==> src/rtl/cmp_pkg.sv <==
// ============================================================================
// Module   : cmp_pkg
// Purpose  : Shared types and limits for the comparator debounce slice.
// Revision : 1.0 - initial release
// ============================================================================
`default_nettype none

package cmp_pkg;

   typedef enum logic [1:0] {
      CMP_UNKNOWN = 2'd0,
      CMP_LESS    = 2'd1,
      CMP_EQUAL   = 2'd2,
      CMP_GREATER = 2'd3
   } cmp_state_t;

   localparam int CMP_PERSIST_MAX = 15;

endpackage : cmp_pkg

`default_nettype wire

==> src/rtl/cmp_flag_decode.sv <==
// ============================================================================
// Module   : cmp_flag_decode
// Purpose  : Maps comparator less/equal/greater flags to a state code and a
//            legal bit (legal only when exactly one flag is high).
// Revision : 1.0 - initial release
// ============================================================================
`default_nettype none

module cmp_flag_decode
   import cmp_pkg::*;
(
   input  logic       less,
   input  logic       equal,
   input  logic       greater,
   output cmp_state_t code,
   output logic       legal
);

   always_comb begin
      code  = CMP_UNKNOWN;
      legal = 1'b0;
      case ({less, equal, greater})
         3'b100: begin
            code  = CMP_LESS;
            legal = 1'b1;
         end
         3'b010: begin
            code  = CMP_EQUAL;
            legal = 1'b1;
         end
         3'b001: begin
            code  = CMP_GREATER;
            legal = 1'b1;
         end
         default: begin
            code  = CMP_UNKNOWN;
            legal = 1'b0;
         end
      endcase
   end

endmodule : cmp_flag_decode

`default_nettype wire

==> src/rtl/cmp_debounce.sv <==
// ============================================================================
// Module   : cmp_debounce
// Purpose  : Debounces comparator flags into a stable accepted state, with a
//            change pulse, a change counter and a sticky illegal-flag error.
//            The counter exists only when CMP_DEBOUNCE_COUNT_EN is defined.
// Revision : 1.0 - initial release
// ============================================================================
`default_nettype none

module cmp_debounce
   import cmp_pkg::*;
#(
   parameter int PERSIST = 4,
   parameter int CNT_W   = 8
) (
   input  logic             clk,
   input  logic             rst_n,
   input  logic             in_valid,
   input  logic             less,
   input  logic             equal,
   input  logic             greater,
   input  logic             clear,
   output logic [1:0]       state_o,
   output logic             stable,
   output logic             change_pulse,
   output logic [CNT_W-1:0] change_count,
   output logic             error
);

   // Out-of-range PERSIST is clamped into 1..CMP_PERSIST_MAX so the 4-bit run fits.
   localparam int         c_persist_int = (PERSIST < 1) ? 1 :
                                          (PERSIST > CMP_PERSIST_MAX) ? CMP_PERSIST_MAX : PERSIST;
   localparam logic [3:0] c_persist     = 4'(c_persist_int);

   cmp_state_t w_code;
   logic       w_legal;

   cmp_state_t r_cand;
   logic [3:0] r_run;
   cmp_state_t r_state;
   logic       r_stable;
   logic       r_pulse;
   logic       r_error;

   cmp_state_t w_cand_nxt;
   logic [3:0] w_run_nxt;
   logic       w_accept;
   logic       w_accept_change;

   cmp_flag_decode u_decode (
      .less    (less),
      .equal   (equal),
      .greater (greater),
      .code    (w_code),
      .legal   (w_legal)
   );

   always_comb begin
      w_cand_nxt = r_cand;
      w_run_nxt  = r_run;
      if (in_valid) begin
         if (!w_legal) begin
            w_run_nxt = 4'd0;
         end else if (w_code == r_cand) begin
            w_run_nxt = (r_run >= c_persist) ? c_persist : r_run + 4'd1;
         end else begin
            w_cand_nxt = w_code;
            w_run_nxt  = 4'd1;
         end
      end
   end

   assign w_accept        = in_valid && w_legal && (w_run_nxt == c_persist)
                            && (w_cand_nxt != r_state);
   assign w_accept_change = w_accept && (r_state != CMP_UNKNOWN);

   always_ff @(posedge clk or negedge rst_n) begin
      if (!rst_n) begin
         r_cand   <= CMP_UNKNOWN;
         r_run    <= 4'd0;
         r_state  <= CMP_UNKNOWN;
         r_stable <= 1'b0;
         r_pulse  <= 1'b0;
         r_error  <= 1'b0;
      end else if (clear) begin
         r_cand   <= CMP_UNKNOWN;
         r_run    <= 4'd0;
         r_state  <= CMP_UNKNOWN;
         r_stable <= 1'b0;
         r_pulse  <= 1'b0;
         r_error  <= 1'b0;
      end else begin
         r_cand  <= w_cand_nxt;
         r_run   <= w_run_nxt;
         r_pulse <= w_accept_change;
         if (w_accept) begin
            r_state  <= w_cand_nxt;
            r_stable <= 1'b1;
         end
         if (in_valid && !w_legal) begin
            r_error <= 1'b1;
         end
      end
   end

`ifdef CMP_DEBOUNCE_COUNT_EN
   logic [CNT_W-1:0] r_count;

   always_ff @(posedge clk or negedge rst_n) begin
      if (!rst_n) begin
         r_count <= '0;
      end else if (clear) begin
         r_count <= '0;
      end else if (w_accept_change) begin
         r_count <= r_count + 1'b1;
      end
   end

   assign change_count = r_count;
`else
   assign change_count = '0;
`endif

   assign state_o      = r_state;
   assign stable       = r_stable;
   assign change_pulse = r_pulse;
   assign error        = r_error;

endmodule : cmp_debounce

`default_nettype wire
==> config.mk <==
export PLATFORM = sky130hd
export DESIGN_NAME = cmp_debounce
export DESIGN_NICKNAME = d
export VERILOG_FILES = /design/src/rtl/cmp_pkg.sv /design/src/rtl/cmp_flag_decode.sv /design/src/rtl/cmp_debounce.sv
export SDC_FILE = /design/constraint.sdc
export NUM_CORES = 1
export LEC_CHECK = 0
export ABC_AREA = 1
export BUFFER_PORTS_ARGS = -buffer_cell sky130_fd_sc_hd__buf_2
export CORE_MARGIN = 2
export CORE_UTILIZATION = 45
export CTS_CLUSTER_SIZE = 24
export DETAILED_ROUTE_END_ITERATION = 8
export PLACE_DENSITY_LB_ADDON = 0.08
export SETUP_SLACK_MARGIN = 0.3
export SYNTH_ARGS = -nofsm -noshare
export SYNTH_HDL_FRONTEND = slang
export SYNTH_HIERARCHICAL = 1
export SYNTH_SLANG_ARGS = --single-unit
==> constraint.sdc <==
create_clock -name clk -period 1.3 [get_ports clk]
set_input_delay 0.26 -clock clk [delete_from_list [all_inputs] [get_ports clk]]
set_output_delay 0.26 -clock clk [all_outputs]
set_load 0.005 [all_outputs]
==> results of run 1 <==
[stage by stage]
stage | instances | instance area [sq um] | setup WS [ns] | setup TNS (ns)
after CTS | 148 | 1012 | 0.03756 | 0
final | 148 | 1049 | -0.03068 | -0.03068
after global placement | 141 | 892.1 | -0.2794 | -1.550
after global routing | 148 | 1049 | -0.1472 | -0.3148
after detailed placement | 141 | 892.1 | -0.2749 | -1.578
after floorplan | 116 | 835.8 | 0.08244 | 0
[Yosys cell counts, types with 2 or more instances]
master,instances
a21oi_1,4
buf_4,8
dfrtp_1,11
inv_1,17
nand2_1,29
nand2_2,6
nand3_1,8
nand3_2,2
nor2_1,12
[logic make-up after synthesis]
logic type               after synthesis  share of synthesized area
buffers and inverters                 27                     0.1841
other                                  1                   0.004970
adder cells (fa/ha/maj)                1                    0.01658
flip-flops                            11                     0.3648
AND/OR/NAND/NOR                       60                     0.3582
AO/OA/AOI/OAI                          9                    0.07131
[layout make-up]
cell class                      count  area, sq um
Clock buffer                        4        26.28
Tap cell                           16        20.02
Inverter                           18        93.84
Fill cell                         129        493.0
Sequential cell                    11        275.3
Multi-Input combinational cell     78        490.5
Timing Repair Buffer               21        142.6
[registers in the layout (all words and copies together) (netlist names)]
register / count
change_pulse: 1
r_cand: 2
stable: 1
error: 1
state_o: 2
r_run: 4
[layer usage]
metal / up-vias / share of wire / GRT usage
met1: 318 / 0.45 / 0.2558
met4: 0 / 0.036 / 0.1471
met5: - / 0 / 0
li1: 366 / - / -
met2: 22 / 0.46 / 0.2543
met3: 6 / 0.051 / 0.01600
[worst max-delay path, cell delays in order (launching register included)]
cell     delay, ns
dfrtp_1       0.40
inv_1         0.08
nand2_1       0.05
nand2_1       0.08
nand3_2       0.10
a21oi_4       0.22
nand2_2       0.09
nor2_4        0.11
nand2_1       0.07
nand2_1       0.07
[where the power goes]
| group | internal (mW) | switching, mW | total, mW |
|---|---|---|---|
| Combinational | 0.0862 | 0.130 | 0.216 |
| Sequential | 0.350 | 0.00697 | 0.357 |
| Clock | 0.119 | 0.112 | 0.231 |
[worst max path at each step]
stage,startpoint,endpoint,cells past startpoint
final,r_cand[1],state_o[1],9
after global routing,r_cand[0],state_o[1],9
after CTS,r_cand[0],state_o[0],11
after detailed placement,greater,state_o[0],14
after global placement,greater,state_o[1],14
after floorplan,greater,state_o[0],14
[what timing repair did]
action                     in CTS  in global routing
hold endpoints to repair       11                  0
pin swaps                       8                 16
setup buffers                   2                  0
resized for setup              16                  9
setup endpoints to repair      13                 13
gates cloned                    0                  0
hold buffers                    1                  0
[cells in the final DEF (no fill, tap or decap), types with 4 or more instances in the layout]
cell and instances:
nand2_2 8, inv_2 4, nand3_1 4, buf_4 8, dfrtp_1 11, buf_2 10, nand2_1 23, nor2_1 8
inv_1 11, conb_1 8, nand2_4 4, nand3_2 5
==> results.toml, run 1 <==
[outcome]
outcome = "complete, but fails checks"
failed_checks = "setup timing"

[clocking]
clk_path_buf_depth = 2
root_buffer = "clkbuf_4"
cts_max_level = 1
cts_buffers = 3
clkLatencyLatePin_ns = 0.27
clock_sinks = 11
clkTransAtPathRegs_ns = 0.07
cts_tree = "built"

[critical_path]
crit_arrival_ns = 1.54
crit_path_end_kind = "flip-flop"
path_class = "flip-flop to flip-flop"
worst-path-max-fanout = 4
r2r-start = "r_cand[1]"
setup.worst_path.start_class = "flip-flop"
r2r-end = "state_o[1]"
required_ns = 1.51
r2r_cells = 9
reg2reg_slack_ns = -0.03

[route]
avgRoutedWirePerCell_um = 10.20
via_count = 712
first_pass_iters = 4
drc_errors = 0
viasPerCell = 4.811
ant_nets = 0
routed_wl_um = 1509
dr.first_iter.drc_count = 3

[sta]
grt_setup_unrepaired = "yes"
finalCriticalPeriod_ns = 1.331
slew_violations = 0
hold_viol_final = 0
clock_skew_ns = 0.003665
timing.hold.ws_ns = 0.2856
setup-violations-final = 1
max_freq_mhz = 751.5
fin_crit_sh = 1.024
fin_ws_ns = -0.03068

[placement]
port_buffers = 11
hpwl_um = 1107
gp_congestion = 0.7638

[pwr]
p_total_mw = 0.8032
powerDensity_nw_per_um2 = 766.1
leakagePower_nw = 0.5501
ir_drop_mv = 0.7671

[floorplanning]
die_w_um = 44.95
initial_core_util = 0.4894
core_area_sq_um = 1541
dieArea_sq_um = 2020
fp.dieH_um = 44.95
num_io_pins = 20
fp-row-count = 14

[global_route]
grt_use_total = 0.1823
grt_pass1_vias = 640
gr-total-overflow = 0
antenna_found_initial = 0
grt_pass1_wl_um = 2642
grt_max_degree = 12

[synth]
synth_top_area_frac = 0.3648
synth_flop_cell = "dfrtp_1"
synth.largest_area_cell = "dfrtp_1"
ys_ff_latch = 11
ys_warn_count = 6
ys_top_cells_by_area = "dfrtp_1 (36%), nand2_1 (14%), inv_1 (8.5%)"
syn_area_sq_um = 754.5
ys_seq_area_frac = 0.3648
synth-edff-count = 0
synth_cell_types = 21
synth.avg_cell_area_sq_um = 6.922
synthCells = 109
async_reset_ff_frac = 1.000

[run]
cap_violations = 0

[cells_and_area]
area_growth_pct = 38.97
layout-drive-gt1-share = 0.4470
final_core_util = 0.6802
final_nets = 141
n_antenna_cell = 0

[min_path]
whs_path_depth = 2
hp-class = "input pin to flip-flop"
min_delay_worst_endpoint = "stable"
min_from = "clear"
No activity file was read; power rests on OpenSTA's default activity.
==> inputs of run 2 (changes only) <==
CORE_UTILIZATION = 46   (was 45)
SYNTH_HIERARCHICAL = default   (was 1)
==> run 2 against run 1 <==
The run still ends with setup timing left; worst hold slack worse by 0.0017 ns; non-clock buffer count is 9 higher; via count is 5.6% higher; sequential cell count stayed put; synthesized cell count is 5.5% lower; area after synthesis is 4.3% higher; first-iteration DRC count is 130% higher; register-to-register slack worse by 0.05 ns; clock-buffer cell count is 1 lower; sequential power hardly changed; critical path type unchanged.
==> results.toml, run 2 <==
[route]
met1_length_um = 786
wl_met3_um = 52
highest_layer = "met4"
via_count = 752
avgRoutedWirePerCell_um = 12.54
routed_wl_um = 1894
dr.first_iter.drc_count = 7
ant_nets = 0
viasPerCell = 4.980
drc_errors = 0
route.met2.wl_um = 1015
first_pass_iters = 4

[critical_path]
worst-path-max-fanout = 3
reg2reg_slack_ns = -0.08
crit_arrival_ns = 1.53
critPathCapture = "r_run[2]"
crit_path_end_kind = "flip-flop"
slowest_delay_ns = 0.38
worstSetupStartpoint = "r_run[2]"
required_ns = 1.45
path_class = "flip-flop to flip-flop"
r2r-end = "r_run[2]"
crit_slowest_cell = "dfrtp_1"
setup.worst_path.start_class = "flip-flop"
r2r-start = "r_run[2]"
path_delay_family = "simple AND/OR/NAND/NOR gates"
crit_buf_inv = 2
crit_chain = "or2_4 > buf_4 > nor2_4 > nor2_4 > buf_4 > a22oi_2 > nor2_1"
r2r_cells = 7
worstSetupPathDepth = 7

[cells_and_area]
layout_commonest_cell = "nand2_1"
area_growth_pct = 42.93
layout-drive-gt1-share = 0.5259
final_cell_mix = "nand2_1 (18), buf_4 (13), nand3_1 (11), dfrtp_1 (11), buf_2 (11)"
largest_register_ffs = 4
final_nets = 144
n_antenna_cell = 0
regMostFlops = "r_run"
final_core_util = 0.7215

[floorplanning]
core_area_sq_um = 1559
fp.dieH_um = 45.36
initial_core_util = 0.5048
fp-row-count = 14
dieArea_sq_um = 2058
num_io_pins = 20
die_w_um = 45.36

[pwr]
p_sw_frac = 0.3204
power_frac_clock = 0.274
leakagePower_nw = 0.5917
p_comb_frac = 0.299
powerDensity_nw_per_um2 = 744.3
p_seq_frac = 0.427
ir_drop_mv = 0.6459
p_int_mw = 0.5690
p_switching_mw = 0.2682
p_total_mw = 0.8372

[sta]
clock_skew_ns = 0.002566
hold_viol_final = 0
slew_violations = 0
setup-violations-final = 6
timing.hold.ws_ns = 0.2839
max_freq_mhz = 725.0
grt_setup_unrepaired = "yes"
finalCriticalPeriod_ns = 1.379
fin_crit_sh = 1.061
fin_ws_ns = -0.07935

[synth]
synth_cell_types = 23
synth.largest_area_cell = "dfrtp_1"
ys_seq_area_frac = 0.3498
synth_common_cells = "nand2_1 (18), nand3_1 (14), dfrtp_1 (11), inv_1 (10), nor2_1 (10)"
ys_ff_latch = 11
async_reset_ff_frac = 1.000
ys_top_cells_by_area = "dfrtp_1 (35%), nand3_1 (8.9%), nand2_1 (8.6%)"
synth_flop_cell = "dfrtp_1"
yosysMostFrequentCell = "nand2_1"
synth-edff-count = 0
synthCells = 103
synth.avg_cell_area_sq_um = 7.641
synth_top_area_frac = 0.3498
syn_area_sq_um = 787.0
ys_warn_count = 0

[outcome]
outcome = "complete, but fails checks"
failed_checks = "setup timing"

[clocking]
cts_tree = "built"
cts_buffers = 3
root_buffer = "clkbuf_4"
clkLatencyLatePin_ns = 0.27
clock_sinks = 11
cts_max_level = 1
clk_path_buf_depth = 2
clkTransAtPathRegs_ns = 0.07

[global_route]
grt_max_degree = 12
grt_pass1_wl_um = 3201
antenna_found_initial = 0
gr-total-overflow = 0
grt_use_total = 0.2171
grt_pass1_vias = 753

[placement]
gp_congestion = 0.8478
port_buffers = 11
hpwl_um = 1314

[min_path]
hp-class = "input pin to flip-flop"
whs_path_depth = 2

[run]
cap_violations = 0
-- run 2: cell types whose count changed after synthesis, moves of 2 or more --
cell     previous run  this run
nand2_1            29        18
inv_1              17        10
nand3_1             8        14
nand2_2             6         9
nor2_4              0         3
a21oi_1             4         2
nand2_4             0         2
nor2_1             12        10
-- run 2: power groups by stage --
stage	clock network [mW]	logic (mW)	registers, mW
floorplan	0	0.129	0.363
global placement	0	0.196	0.363
detailed placement	0	0.199	0.363
CTS	0.241	0.224	0.357
global route	0.256	0.274	0.358
finish	0.229	0.251	0.357
-- run 2: repair_timing --
| action | in CTS | in global routing |
|---|---|---|
| buffers inserted | 3 | 2 |
| endpoints found under the hold margin | 11 | 0 |
| hold buffers | 1 | 0 |
| pin swaps | 3 | 12 |
| endpoints found under the setup margin | 14 | 14 |
| gates resized for setup | 13 | 16 |
-- run 2: layout make-up --
class | instances | area [sq um]
repair buffers | 30 | 219.0
clock buffers | 3 | 22.52
multi-input cells | 78 | 538.0
well taps | 16 | 20.02
clock inverters | 1 | 5.005
inverters | 12 | 45.04
fillers | 120 | 434.2
flip-flops and latches | 11 | 275.3
-- run 2: logic make-up after synthesis --
kind of cell,Yosys count,share of synthesized area
other,1,0.004765
flip-flops,11,0.3498
AO/OA/AOI/OAI,5,0.03975
buffers and inverters,21,0.1383
adder cells (fa/ha/maj),1,0.01590
AND/OR/NAND/NOR,64,0.4515
-- run 2: per-layer routing --
layer,vias to the layer above,track usage
met1,346,0.2645
met2,19,0.3914
met3,4,0.01200
li1,383,-
met4,0,0.09412
met5,-,0
-- run 2: metrics by stage --
step	std cells	TNS, ns	setup WS, ns	area, sq um
detailed placement	141	-1.297	-0.2553	934.6
CTS	149	-0.3889	-0.09329	1037
finish	151	-0.4011	-0.07935	1125
global route	151	-0.8733	-0.1689	1125
floorplan	110	-0.06656	-0.03328	825.8
global placement	141	-0.9517	-0.2151	934.6
-- run 2: worst reg2reg max path, stage by stage (launching register included) --
cell and delay [ns]:
dfrtp_1 0.38, or2_4 0.27, buf_4 0.14, nor2_4 0.12, nor2_4 0.05, buf_4 0.13
a22oi_2 0.11, nor2_1 0.07
-- run 2: how the worst min path moves through the flow --
stage	endpoint	start	slack (ns)
after global placement	change_pulse	rst_n	0.14
after global routing	r_run[3]	in_valid	0.30
after detailed placement	stable	rst_n	0.14
after CTS	r_run[3]	in_valid	0.25
after floorplan	change_pulse	rst_n	-0.04
final	r_run[3]	in_valid	0.28
